[src/rtl/residual_fusion_unit.sv]
// Residual fusion: streams main-path P1 pixels and shortcut pixels,
// adds them per lane, rounds/shifts, optional ReLU, saturates, writes out.
module residual_fusion_unit #(
  parameter int DATA_W    = 8,
  parameter int IN_CH     = 8,
  parameter int IMG_W     = 5,
  parameter int IMG_H     = 4,
  parameter int FM_ADDR_W = 10,
  parameter int SHIFT     = 1
) (
  input  logic                    clk,
  input  logic                    rst_n,
  input  logic                    i_clk_en,
  input  logic                    i_start,
  input  logic                    i_relu_en,
  output logic                    o_busy,
  output logic                    o_done,
  output logic [FM_ADDR_W-1:0]    o_main_rd_addr,
  input  logic [IN_CH*DATA_W-1:0] i_main_rd_data_flat,
  output logic                    o_sc_rd_en,
  output logic [FM_ADDR_W-1:0]    o_sc_rd_addr,
  input  logic [IN_CH*DATA_W-1:0] i_sc_rd_data_flat,
  output logic                    o_out_wr_en,
  output logic [FM_ADDR_W-1:0]    o_out_wr_addr,
  output logic [IN_CH*DATA_W-1:0] o_out_wr_data_flat
);

  localparam int N  = IMG_W * IMG_H;
  localparam int SW = DATA_W + 2;
  localparam int PW = IN_CH * DATA_W;

  localparam logic [FM_ADDR_W-1:0] LAST =
    FM_ADDR_W'(N - 1);
  localparam logic signed [SW-1:0] RND =
    SW'((2 ** SHIFT) / 2);
  localparam logic signed [SW-1:0] MAXV =
    SW'((2 ** (DATA_W - 1)) - 1);
  localparam logic signed [SW-1:0] MINV =
    -MAXV - SW'(1);

  typedef enum logic [1:0] {
    IDLE,
    READ,
    DRAIN,
    DONE
  } state_t;

  state_t                 state_q, state_d;
  logic                   relu_q, relu_d;
  logic                   busy_q, busy_d;
  logic                   done_q, done_d;
  logic [FM_ADDR_W-1:0]   addr_q, addr_d;
  logic                   rd_en_q, rd_en_d;
  logic                   vld_q, vld_d;
  logic [FM_ADDR_W-1:0]   vaddr_q, vaddr_d;
  logic                   wr_en_q, wr_en_d;
  logic [FM_ADDR_W-1:0]   wr_addr_q, wr_addr_d;
  logic [PW-1:0]          wr_data_q, wr_data_d;
  logic [PW-1:0]          fused;

  // Per-lane add, round-shift, ReLU and saturate of the returning data.
  always_comb begin
    logic [DATA_W-1:0]     a;
    logic [DATA_W-1:0]     b;
    logic signed [SW-1:0]  s;
    logic signed [SW-1:0]  r;
    fused = '0;
    for (int i = 0; i < IN_CH; i++) begin
      a = i_main_rd_data_flat[(i+1)*DATA_W-1 -: DATA_W];
      b = i_sc_rd_data_flat[(i+1)*DATA_W-1 -: DATA_W];
      s = {{2{a[DATA_W-1]}}, a}
        + {{2{b[DATA_W-1]}}, b};
      s = s + RND;
      r = s >>> SHIFT;
      if (relu_q && (r < 0)) r = '0;
      if (r > MAXV) r = MAXV;
      if (r < MINV) r = MINV;
      fused[(i+1)*DATA_W-1 -: DATA_W] = r[DATA_W-1:0];
    end
  end

  // Next-state: run FSM, address issue and read/write pipeline.
  always_comb begin
    state_d   = state_q;
    relu_d    = relu_q;
    busy_d    = busy_q;
    done_d    = done_q;
    addr_d    = addr_q;
    rd_en_d   = rd_en_q;
    vld_d     = rd_en_q;
    vaddr_d   = addr_q;
    wr_en_d   = vld_q;
    wr_addr_d = vld_q ? vaddr_q : wr_addr_q;
    wr_data_d = vld_q ? fused : wr_data_q;
    unique case (state_q)
      IDLE: begin
        if (i_start) begin
          state_d = READ;
          relu_d  = i_relu_en;
          addr_d  = '0;
          rd_en_d = 1'b1;
          busy_d  = 1'b1;
        end
      end
      READ: begin
        if (addr_q == LAST) begin
          state_d = DRAIN;
          rd_en_d = 1'b0;
        end else begin
          addr_d = addr_q + FM_ADDR_W'(1);
        end
      end
      DRAIN: begin
        if (wr_en_q && (wr_addr_q == LAST)) begin
          state_d = DONE;
          done_d  = 1'b1;
        end
      end
      DONE: begin
        state_d = IDLE;
        done_d  = 1'b0;
        busy_d  = 1'b0;
      end
      default: state_d = IDLE;
    endcase
  end

  // State registers; all hold while the global enable is low.
  always_ff @(posedge clk or negedge rst_n) begin
    if (!rst_n) begin
      state_q   <= IDLE;
      relu_q    <= 1'b0;
      busy_q    <= 1'b0;
      done_q    <= 1'b0;
      addr_q    <= '0;
      rd_en_q   <= 1'b0;
      vld_q     <= 1'b0;
      vaddr_q   <= '0;
      wr_en_q   <= 1'b0;
      wr_addr_q <= '0;
      wr_data_q <= '0;
    end else if (i_clk_en) begin
      state_q   <= state_d;
      relu_q    <= relu_d;
      busy_q    <= busy_d;
      done_q    <= done_d;
      addr_q    <= addr_d;
      rd_en_q   <= rd_en_d;
      vld_q     <= vld_d;
      vaddr_q   <= vaddr_d;
      wr_en_q   <= wr_en_d;
      wr_addr_q <= wr_addr_d;
      wr_data_q <= wr_data_d;
    end
  end

  assign o_busy             = busy_q;
  assign o_done             = done_q;
  assign o_main_rd_addr     = addr_q;
  assign o_sc_rd_en         = rd_en_q;
  assign o_sc_rd_addr       = addr_q;
  assign o_out_wr_en        = wr_en_q;
  assign o_out_wr_addr      = wr_addr_q;
  assign o_out_wr_data_flat = wr_data_q;

endmodule

[config.mk]
export PLATFORM = sky130hd
export DESIGN_NAME = residual_fusion_unit
export DESIGN_NICKNAME = d
export VERILOG_FILES = /design/src/rtl/residual_fusion_unit.sv
export SDC_FILE = /design/constraint.sdc
export NUM_CORES = 1
export LEC_CHECK = 0
export ABC_AREA = 1
export ABC_CLOCK_PERIOD_IN_PS = 2040
export BUFFER_PORTS_ARGS = -buffer_cell sky130_fd_sc_hd__buf_2
export CAP_MARGIN = 10
export CORE_ASPECT_RATIO = 0.75
export CORE_MARGIN = 3
export CORE_UTILIZATION = 43
export DETAILED_ROUTE_END_ITERATION = 8
export HOLD_SLACK_MARGIN = 0.02
export PLACE_DENSITY = 0.68
export REMOVE_ABC_BUFFERS = 1
export SYNTH_ARGS = -nofsm -noshare
export SYNTH_HDL_FRONTEND = slang
export SYNTH_SLANG_ARGS = --single-unit
[constraint.sdc]
create_clock -name clk -period 2.04 [get_ports clk]
set_input_delay 0.408 -clock clk [delete_from_list [all_inputs] [get_ports clk]]
set_output_delay 0.408 -clock clk [all_outputs]
set_load 0.03 [all_outputs]
* After elaboration in Yosys (flattened, before gate mapping)
Cells that the tools add are included.
** Storage, ports and cells
- Register bits :: 102
- Output and inout port bits :: 98
- Logic and storage cells :: 118
** Cells by class
- Add/sub/neg operators :: 17
- Order comparisons :: 24
- Eq/ne operators :: 9
- Mux-type cells :: 37
- Reduce and logical (&&, ||, !) cells :: 20
** Operator list (count)
- $mux 10 :: 18
- $add 9x2->10 const B :: 8
- $gt 10x8->1 const B :: 8
- $lt 10x8->1 const B :: 8
- $add 8x8->9 :: 8
- $lt 9x1->1 const B :: 8
- $mux 8 :: 8
- $eq 10x5->1 const B :: 2
- $pmux 10 s2 :: 1
- $reduce_and 4->1 :: 3
- $add 10x1->10 const B :: 1
- $logic_and 1x1->1 :: 9
- $reduce_and 3->1 :: 3
- $ne 2x2->1 const B :: 4
- $pmux 2 s4 :: 1
- $mux 2 :: 3
- $pmux 1 s2 :: 3
- $reduce_bool 2->1 :: 3
- $eq 2x2->1 const B :: 2
- $mux 1 :: 3
- $eq 2x1->1 const B :: 1
- $logic_not 2->1 :: 1
- $reduce_and 2->1 :: 1

* Depth between registers and ports, before layout
Gate-level depths: netlist (run 1).
- Word-level depth :: 9
- Mapped depth :: 14
- Depth with buffers taken out :: 14

* Least setup slack after synthesis (run 1)
No wires, ideal clock.
- Path type :: input-to-reg
- Start :: in i_main_rd_data_flat[17]
- End :: reg wr_data_q[16] (netlist: o_out_wr_data_flat[16])
- Setup time :: 0.117 ns
- Arrival :: 1.578 ns
- Required time :: 1.923 ns
- Path slack :: 0.345 ns
- Cell stages on the path :: 10
- Path buffers :: 0
- Cell sequence :: inv_1 fa_1 o21ai_1 nand2_1 nand3_1 nand2_1 nand3_1 nand2_1 nand2_1 nand2_1
** On the way
- Cells in the longest elaborated chain, start to end :: 9
** RTL lines
- from (decl) :: RTL line 19 : input logic [IN_CH*DATA_W-1:0] i_main_rd_data_flat,
- $add 8x8->9 (*) :: RTL line 72 : + {{2{b[DATA_W-1]}}, b};
- $add 9x2->10 (*) :: RTL line 73 : s = s + RND;
- $lt 9x1->1 :: RTL line 75 : if (relu_q && (r < 0)) r = '0;
- $logic_and 1x1->1 :: RTL line 75
- $mux 10 (*) :: RTL line 75
- $gt 10x8->1 :: RTL line 76 : if (r > MAXV) r = MAXV;
- $mux 10 (*) :: RTL line 76
- $lt 10x8->1 :: RTL line 77 : if (r < MINV) r = MINV;
- $mux 8 (*) :: RTL line 77
- to (signal assigned) :: RTL line 153 : wr_data_q <= wr_data_d;
- to (decl) :: RTL line 58 : logic [PW-1:0] wr_data_q, wr_data_d;
Every way passes the cells marked *; elsewhere a longest branch is shown, timed or not.
A chain may end at the register's enable or synchronous reset.

* Final worst setup path (run 1)
- Start :: reg state_q[1]
- End :: reg addr_q[0] (netlist: o_main_rd_addr[0])
** On the way
- Cells in the longest elaborated chain, start to end :: 3
** RTL lines
- from (decl) :: RTL line 48 : state_t state_q, state_d;
- from (signal assigned) :: RTL line 143 : state_q <= state_d;
- $eq 2x1->1 or $logic_not 2->1 (tied branches) :: RTL line 95 : unique case (state_q)
- $ne 2x2->1 (no line) or $reduce_bool 2->1 (tied branches)
- $reduce_and 4->1 (no line)
- to (signal assigned) :: RTL line 147 : addr_q <= addr_d;
- to (decl) :: RTL line 52 : logic [FM_ADDR_W-1:0] addr_q, addr_d;
Several ways; a longest one is shown, not always the timed one.

==> results.sh, run 1 <==
export IMPL_cts_hold_buf=0
export IMPL_cts_tree="done"
export IMPL_maxCapViolations=0
export IMPL_pwr_share_seq=0.318
export IMPL_synth_area_mm2=0.00802
export IMPL_fin_crit_ps=1830
export IMPL_setup_worst_path_class="flip-flop to flip-flop"
export IMPL_io_pins=231
export IMPL_fin_crit_sh=0.896
export IMPL_htree_levels=3
export IMPL_cts_resized=0
export IMPL_async_reset_ff_frac=1.00
export IMPL_routed_wl_mm=20.4
export IMPL_drt_pass1_iterations=5
export IMPL_die_y_um=124
export IMPL_path_delay_family="simple AND/OR/NAND/NOR gates"
export IMPL_synth_fa_ha_area_frac=0.115
export IMPL_core_mm2=0.0180
export IMPL_synth_edff_count=0
export IMPL_crit_top_cell="inv_1"
export IMPL_die_area_mm2=0.0203
export IMPL_grt_max_degree=103
export IMPL_muxShareOfSynthArea=0
export IMPL_end_kind="flip-flop"
export IMPL_clock_latency_ps=350
export IMPL_final_common_cell="nand2_1"
export IMPL_antenna_found_initial=2
export IMPL_slowest_stage="dfrtp_1"
export IMPL_power_density_mw_per_mm2=1080
export IMPL_ant_nets=0
export IMPL_outcome="finished, final reports clean"
export IMPL_cp_max_fo=14
export IMPL_drtIter0Drc=503
export IMPL_cp_buffers_inverters=3
export IMPL_ys_types=35
export IMPL_comb_power_share=0.514
export IMPL_grt_use_total=0.201
export IMPL_place_ws_ps=40.3
export IMPL_ir_drop_mv=0.653
export IMPL_diodes=0
export IMPL_cp_required_ps=2270
export IMPL_multi_input_area_mm2=0.00472
export IMPL_fmaxAchievable_ghz=0.547
export IMPL_layout_cells_non_filler=1655
export IMPL_dp_cells=1639
export IMPL_startpoint_type="flip-flop"
export IMPL_ys_seq_elements=102
export IMPL_slowest_delay_ps=400
export IMPL_hold_viol=0
export IMPL_synth_seq_area_share=0.318
export IMPL_crit_chain="inv_1 -> ha_1 -> inv_1 -> nor3_2 -> nand2_2 -> nand2_4 -> inv_2 -> nor2_1 -> a21oi_1"
export IMPL_rows=42
export IMPL_first_global_vias=7318
export IMPL_gp_congestion=0.879
export IMPL_dp_hpwl_mm=15.9
export IMPL_p_leak_nw=5.75
export IMPL_clock_skew_ps=11.6
export IMPL_synth_simple_area_share=0.362
export IMPL_p_int_mw=5.44
export IMPL_rsz0062_at_grt="false"
export IMPL_grt_ovfl_total=0
export IMPL_slew_violations=0
export IMPL_min_delay_path_class="primary input to async pin"
export IMPL_switchingPower_mw=5.07
export IMPL_synth_xor_area_share=0.0251
export IMPL_vias_per_cell=4.77
export IMPL_arrival_ps=2060
export IMPL_regArea_mm2=0.00255
export IMPL_drive_above_1_share=0.220
export IMPL_drcViolationCount=0
export IMPL_synth_top_flop_cell="dfrtp_1"
export IMPL_finalNetCount=1610
export IMPL_cts_root_buffer="clkbuf_16"
export IMPL_slew_headroom=0.610
export IMPL_tightest_slew_ps=586
export IMPL_setup_ws_ps=213
export IMPL_layout_common_cells="nand2_1, buf_2, inv_1"
export IMPL_avgRoutedWirePerCell_um=12.3
export IMPL_cts_buffers=9
export IMPL_synth_compound_area_frac=0.0849
export IMPL_clock_path_buffers=2
export IMPL_swShare=0.482
export IMPL_synth_top_family_by_area="simple AND/OR/NAND/NOR gates"
export IMPL_grt_pass1_wl_mm=34.3
export IMPL_clock_sinks=102
export IMPL_yosys_warnings=0
export IMPL_syn_avg_cell_area_um2=6.75
export IMPL_pwr_share_clk=0.168
export IMPL_n_fill_cell=1821
export IMPL_vias=7890
export IMPL_cts_setup_buffers=0
export IMPL_setup_viol=0
export IMPL_die_w_um=164
export IMPL_start_util=0.446
export IMPL_synthToLayoutAreaGrowth_pct=21.2
export IMPL_port_buffers=230
export IMPL_clk_pin_slew_ps=70
export IMPL_synth_cells=1187
## kinds of logic (layout without fill, tap and decap cells)
logic type | after synthesis | after routing
AO/OA/AOI/OAI | 120 | 120
XOR/XNOR | 23 | 23
adder cells (fa/ha/maj) | 69 | 69
buffers and inverters | 182 | 408
flip-flops | 102 | 102
AND/OR/NAND/NOR | 691 | 691
## synth_stat cells (4+ instances only)
library cell | number | area, um^2
nand4_1 | 14 | 87.6
nand2_2 | 12 | 75.1
dfrtp_1 | 102 | 2550
o21ai_0 | 37 | 185
xor2_1 | 13 | 114
inv_1 | 148 | 556
nand2_1 | 470 | 1760
fa_1 | 8 | 160
o21ai_2 | 9 | 78.8
or2_2 | 10 | 62.6
buf_2 | 8 | 40.0
a21oi_2 | 4 | 35.0
xnor2_1 | 10 | 87.6
o21ai_1 | 28 | 140
a21oi_1 | 33 | 165
nor3_1 | 12 | 60.1
nand3_1 | 76 | 380
o21bai_1 | 5 | 37.5
clkbuf_1 | 9 | 33.8
buf_4 | 13 | 97.6
nand3_2 | 8 | 80.1
ha_1 | 61 | 763
nand2_4 | 4 | 45.0
nor2_1 | 77 | 289
## state kept, by name, indices dropped and copies added (netlist names)
name and flops:
o_out_wr_data_flat 64, o_main_rd_addr 10, o_out_wr_addr 10, vaddr_q 10, state_q 2, o_busy 1, o_done 1, o_out_wr_en 1
o_sc_rd_en 1, relu_q 1, vld_q 1
## layout make-up
type,instances,share of cell area
Clock inverter,4,0.00541
Tap cell,242,0.0312
Sequential cell,102,0.263
Clock buffer,12,0.0254
Inverter,151,0.0586
Timing Repair Buffer,241,0.131
Multi-Input combinational cell,903,0.486
## power groups by stage
| stage | Sequential (mW) | Clock [mW] | Combinational [mW] |
|---|---|---|---|
| CTS | 3.35 | 1.83 | 5.47 |
| finish | 3.35 | 1.76 | 5.41 |
| global route | 3.45 | 1.90 | 6.02 |
| global placement | 3.36 | 0 | 5.40 |
| detailed placement | 3.36 | 0 | 5.45 |
| floorplan | 4.79 | 0 | 2.21 |
## worst reg2reg max path: stages (launching register included)
cell,delay [ps]
dfrtp_1,400
inv_1,110
ha_1,240
inv_1,90
nor3_2,300
nand2_2,140
nand2_4,210
inv_2,90
nor2_1,90
a21oi_1,50
## final timing paths
kind	slack (ps)	end	cells after the start	start
max reg2reg	210	o_main_rd_addr[0]$_DFFE_PN0P_	9	state_q[1]$_DFFE_PN0P_
min	110	o_out_wr_data_flat[57]$_DFFE_PN0P_	2	rst_n
max	210	o_main_rd_addr[0]$_DFFE_PN0P_	9	state_q[1]$_DFFE_PN0P_
min reg2reg	480	o_out_wr_data_flat[42]$_DFFE_PN0P_	2	o_out_wr_data_flat[42]$_DFFE_PN0P_
min in group clk	280	relu_q$_DFFE_PN0P_	3	i_relu_en
max in group asynchronous	1480	o_out_wr_data_flat[12]$_DFFE_PN0P_	2	rst_n
## layer usage
metal  part of all wire  track usage  wire, um
met1               0.49        0.296     10000
met2               0.42        0.301      8630
met3              0.078       0.0523      1590
met4             0.0076       0.0333       155
met5             0.0013            0        27
## stage by stage
stage	hold slack [ps]	setup TNS, ps	total power [mW]	area, um^2	utilization
3_3_place_gp	460	0	8.76	9410	0.524
6_report	108	0	10.5	9710	0.540
5_1_grt	176	0	11.4	9710	0.540
4_1_cts	150	0	10.6	9710	0.540
3_5_place_dp	462	0	8.81	9410	0.524
2_1_floorplan	112	-54900	7.00	7830	-
Power figures use the tool's default switching activity.
==> run 2: changes to the inputs <==
--- a/config.mk
+++ b/config.mk
@@ -14,7 +14,7 @@
 export CORE_UTILIZATION = 43
 export DETAILED_ROUTE_END_ITERATION = 8
 export HOLD_SLACK_MARGIN = 0.02
-export PLACE_DENSITY = 0.68
+export PLACE_DENSITY = 0.72
 export REMOVE_ABC_BUFFERS = 1
 export SYNTH_ARGS = -nofsm -noshare
 export SYNTH_HDL_FRONTEND = slang
==> results.sh, run 2 (same netlist as run 1, synthesis figures left out) <==
export IMPL_outcome="finished, final reports clean"
export IMPL_routed_wl_mm=20.6
export IMPL_core_mm2=0.0180
export IMPL_clock_latency_ps=340
export IMPL_synthToLayoutAreaGrowth_pct=21.2
export IMPL_setup_viol=0
export IMPL_n_fill_cell=1755
export IMPL_cp_required_ps=2270
export IMPL_gp_congestion=0.891
export IMPL_end_kind="flip-flop"
export IMPL_post_route_util=0.541
export IMPL_vias_per_cell=4.78
export IMPL_grt_ovfl_total=0
export IMPL_power_density_mw_per_mm2=1070
export IMPL_hold_viol=0
export IMPL_slowest_stage="dfrtp_1"
export IMPL_cts_buffers=9
export IMPL_tightest_slew_ps=569
export IMPL_regArea_mm2=0.00255
export IMPL_clk_pin_slew_ps=70
export IMPL_die_y_um=124
export IMPL_cts_root_buffer="clkbuf_16"
export IMPL_min_delay_path_class="primary input to flip-flop"
export IMPL_rows=42
export IMPL_grt_use_total=0.201
export IMPL_avgRoutedWirePerCell_um=12.4
export IMPL_slew_headroom=0.620
export IMPL_port_buffers=230
export IMPL_design_area_mm2=0.00972
export IMPL_die_w_um=164
export IMPL_setup_worst_path_class="flip-flop to flip-flop"
export IMPL_grt_pass1_wl_mm=34.3
export IMPL_io_pins=231
export IMPL_cp_max_fo=14
export IMPL_drcViolationCount=0
export IMPL_slowest_delay_ps=400
export IMPL_dp_hpwl_mm=16.3
export IMPL_p_leak_nw=5.75
export IMPL_drtIter0Drc=540
export IMPL_layout_common_cells="nand2_1, buf_2, inv_1"
export IMPL_fin_crit_ps=1820
export IMPL_diodes=0
export IMPL_ir_drop_mv=0.632
export IMPL_finalNetCount=1612
export IMPL_grt_max_degree=70
export IMPL_fin_crit_sh=0.893
export IMPL_ant_nets=0
export IMPL_antenna_found_initial=1
export IMPL_rsz0062_at_grt="false"
export IMPL_arrival_ps=2050
export IMPL_cts_resized=0
export IMPL_crit_top_cell="inv_1"
export IMPL_startpoint_type="flip-flop"
export IMPL_die_area_mm2=0.0203
export IMPL_clock_sinks=102
export IMPL_crit_chain="inv_1 -> ha_1 -> inv_1 -> nor3_2 -> nand2_2 -> nand2_4 -> inv_2 -> nor2_1 -> a21oi_1"
export IMPL_cts_tree="done"
export IMPL_clock_skew_ps=3.90
export IMPL_drt_pass1_iterations=5
export IMPL_largest_register_ffs=64
export IMPL_drive_above_1_share=0.221
export IMPL_first_global_vias=7341
export IMPL_final_common_cell="nand2_1"
export IMPL_vias=7915
export IMPL_fmaxAchievable_ghz=0.549
export IMPL_dpl_cell_area_mm2=0.00942
export IMPL_start_util=0.446
export IMPL_htree_levels=3
export IMPL_maxCapViolations=0
export IMPL_slew_violations=0
export IMPL_clock_path_buffers=2
export IMPL_multi_input_area_mm2=0.00472
==> run 2: changes by cell type in the layout (fill, tap and decap cells not counted), sizes merged <==
cell	before	now
bufinv	1	0
clkinv	1	2
inv	153	152
dlygate4sd3	0	1
buf	241	242
clkinvlp	0	1
==> run 2: path summary, 6_finish.rpt <==
check                           slack, ps  cells after the start                                 end                                from
worst max-delay path                  220                      9       o_main_rd_addr[0]$_DFFE_PN0P_              state_q[0]$_DFFE_PN0P_
worst min-delay path                  280                      3                  relu_q$_DFFE_PN0P_                           i_relu_en
worst min register to register        480                      2  o_out_wr_data_flat[17]$_DFFE_PN0P_  o_out_wr_data_flat[17]$_DFFE_PN0P_
min in group asynchronous             560                      2        o_out_wr_addr[7]$_DFFE_PN0P_                               rst_n
worst max register to register        220                      9       o_main_rd_addr[0]$_DFFE_PN0P_              state_q[0]$_DFFE_PN0P_
max in group asynchronous             900                      3  o_out_wr_data_flat[39]$_DFFE_PN0P_                               rst_n
==> run 2: worst max-delay path, delay by kind of cell (launching register included) <==
kind            cells  cell delay (ps)
compound gates      1               50
fa+ha+maj           1              250
buf+inv             3              300
flops               1              400
simple gates        4              700
==> run 2: repair_timing <==
| item | in CTS | in global routing |
|---|---|---|
| hold endpoints to repair | 1 | 0 |
| setup buffers | 0 | 0 |
| hold buffers | 1 | 0 |
| endpoints found under the setup margin | 0 | 0 |
==> run 2: layout make-up <==
| class | instances | share of cell area |
|---|---|---|
| Multi-Input combinational cell | 903 | 0.485 |
| Sequential cell | 102 | 0.263 |
| Timing Repair Buffer | 243 | 0.133 |
| Inverter | 151 | 0.0586 |
| Tap cell | 242 | 0.0312 |
| Clock buffer | 12 | 0.0264 |
| Clock inverter | 4 | 0.00309 |
==> run 2: routing by layer <==
| layer | global-route usage | wire (um) | part of all wire | vias to the layer above |
|---|---|---|---|---|
| li1 | - | - | - | 4172 |
| met1 | 0.290 | 9960 | 0.48 | 3477 |
| met2 | 0.309 | 8940 | 0.43 | 244 |
| met3 | 0.0430 | 1480 | 0.072 | 20 |
| met4 | 0.0448 | 198 | 0.0096 | 2 |
| met5 | 0 | 7 | 0.00034 | - |
==> run 2: power by group <==
part / switching (mW) / leakage [nW] / internal, mW
combinational: 3.80 / 4.30 / 1.65
clock: 0.773 / 0.139 / 0.901
sequential: 0.510 / 1.31 / 2.80
total: 5.08 / 5.75 / 5.35
==> run 2: metrics by stage <==
step           worst slack (ps)  setup TNS, ps  cells  hold slack (ps)  power (mW)
2_1_floorplan             -1360         -54900   1156              112        7.00
3_3_place_gp               80.2              0   1640              404        8.74
3_5_place_dp               49.9              0   1640              399        8.82
4_1_cts                     202              0   1657              269        10.5
5_1_grt                    52.7              0   1657              281        11.2
6_report                    218              0   1657              281        10.4
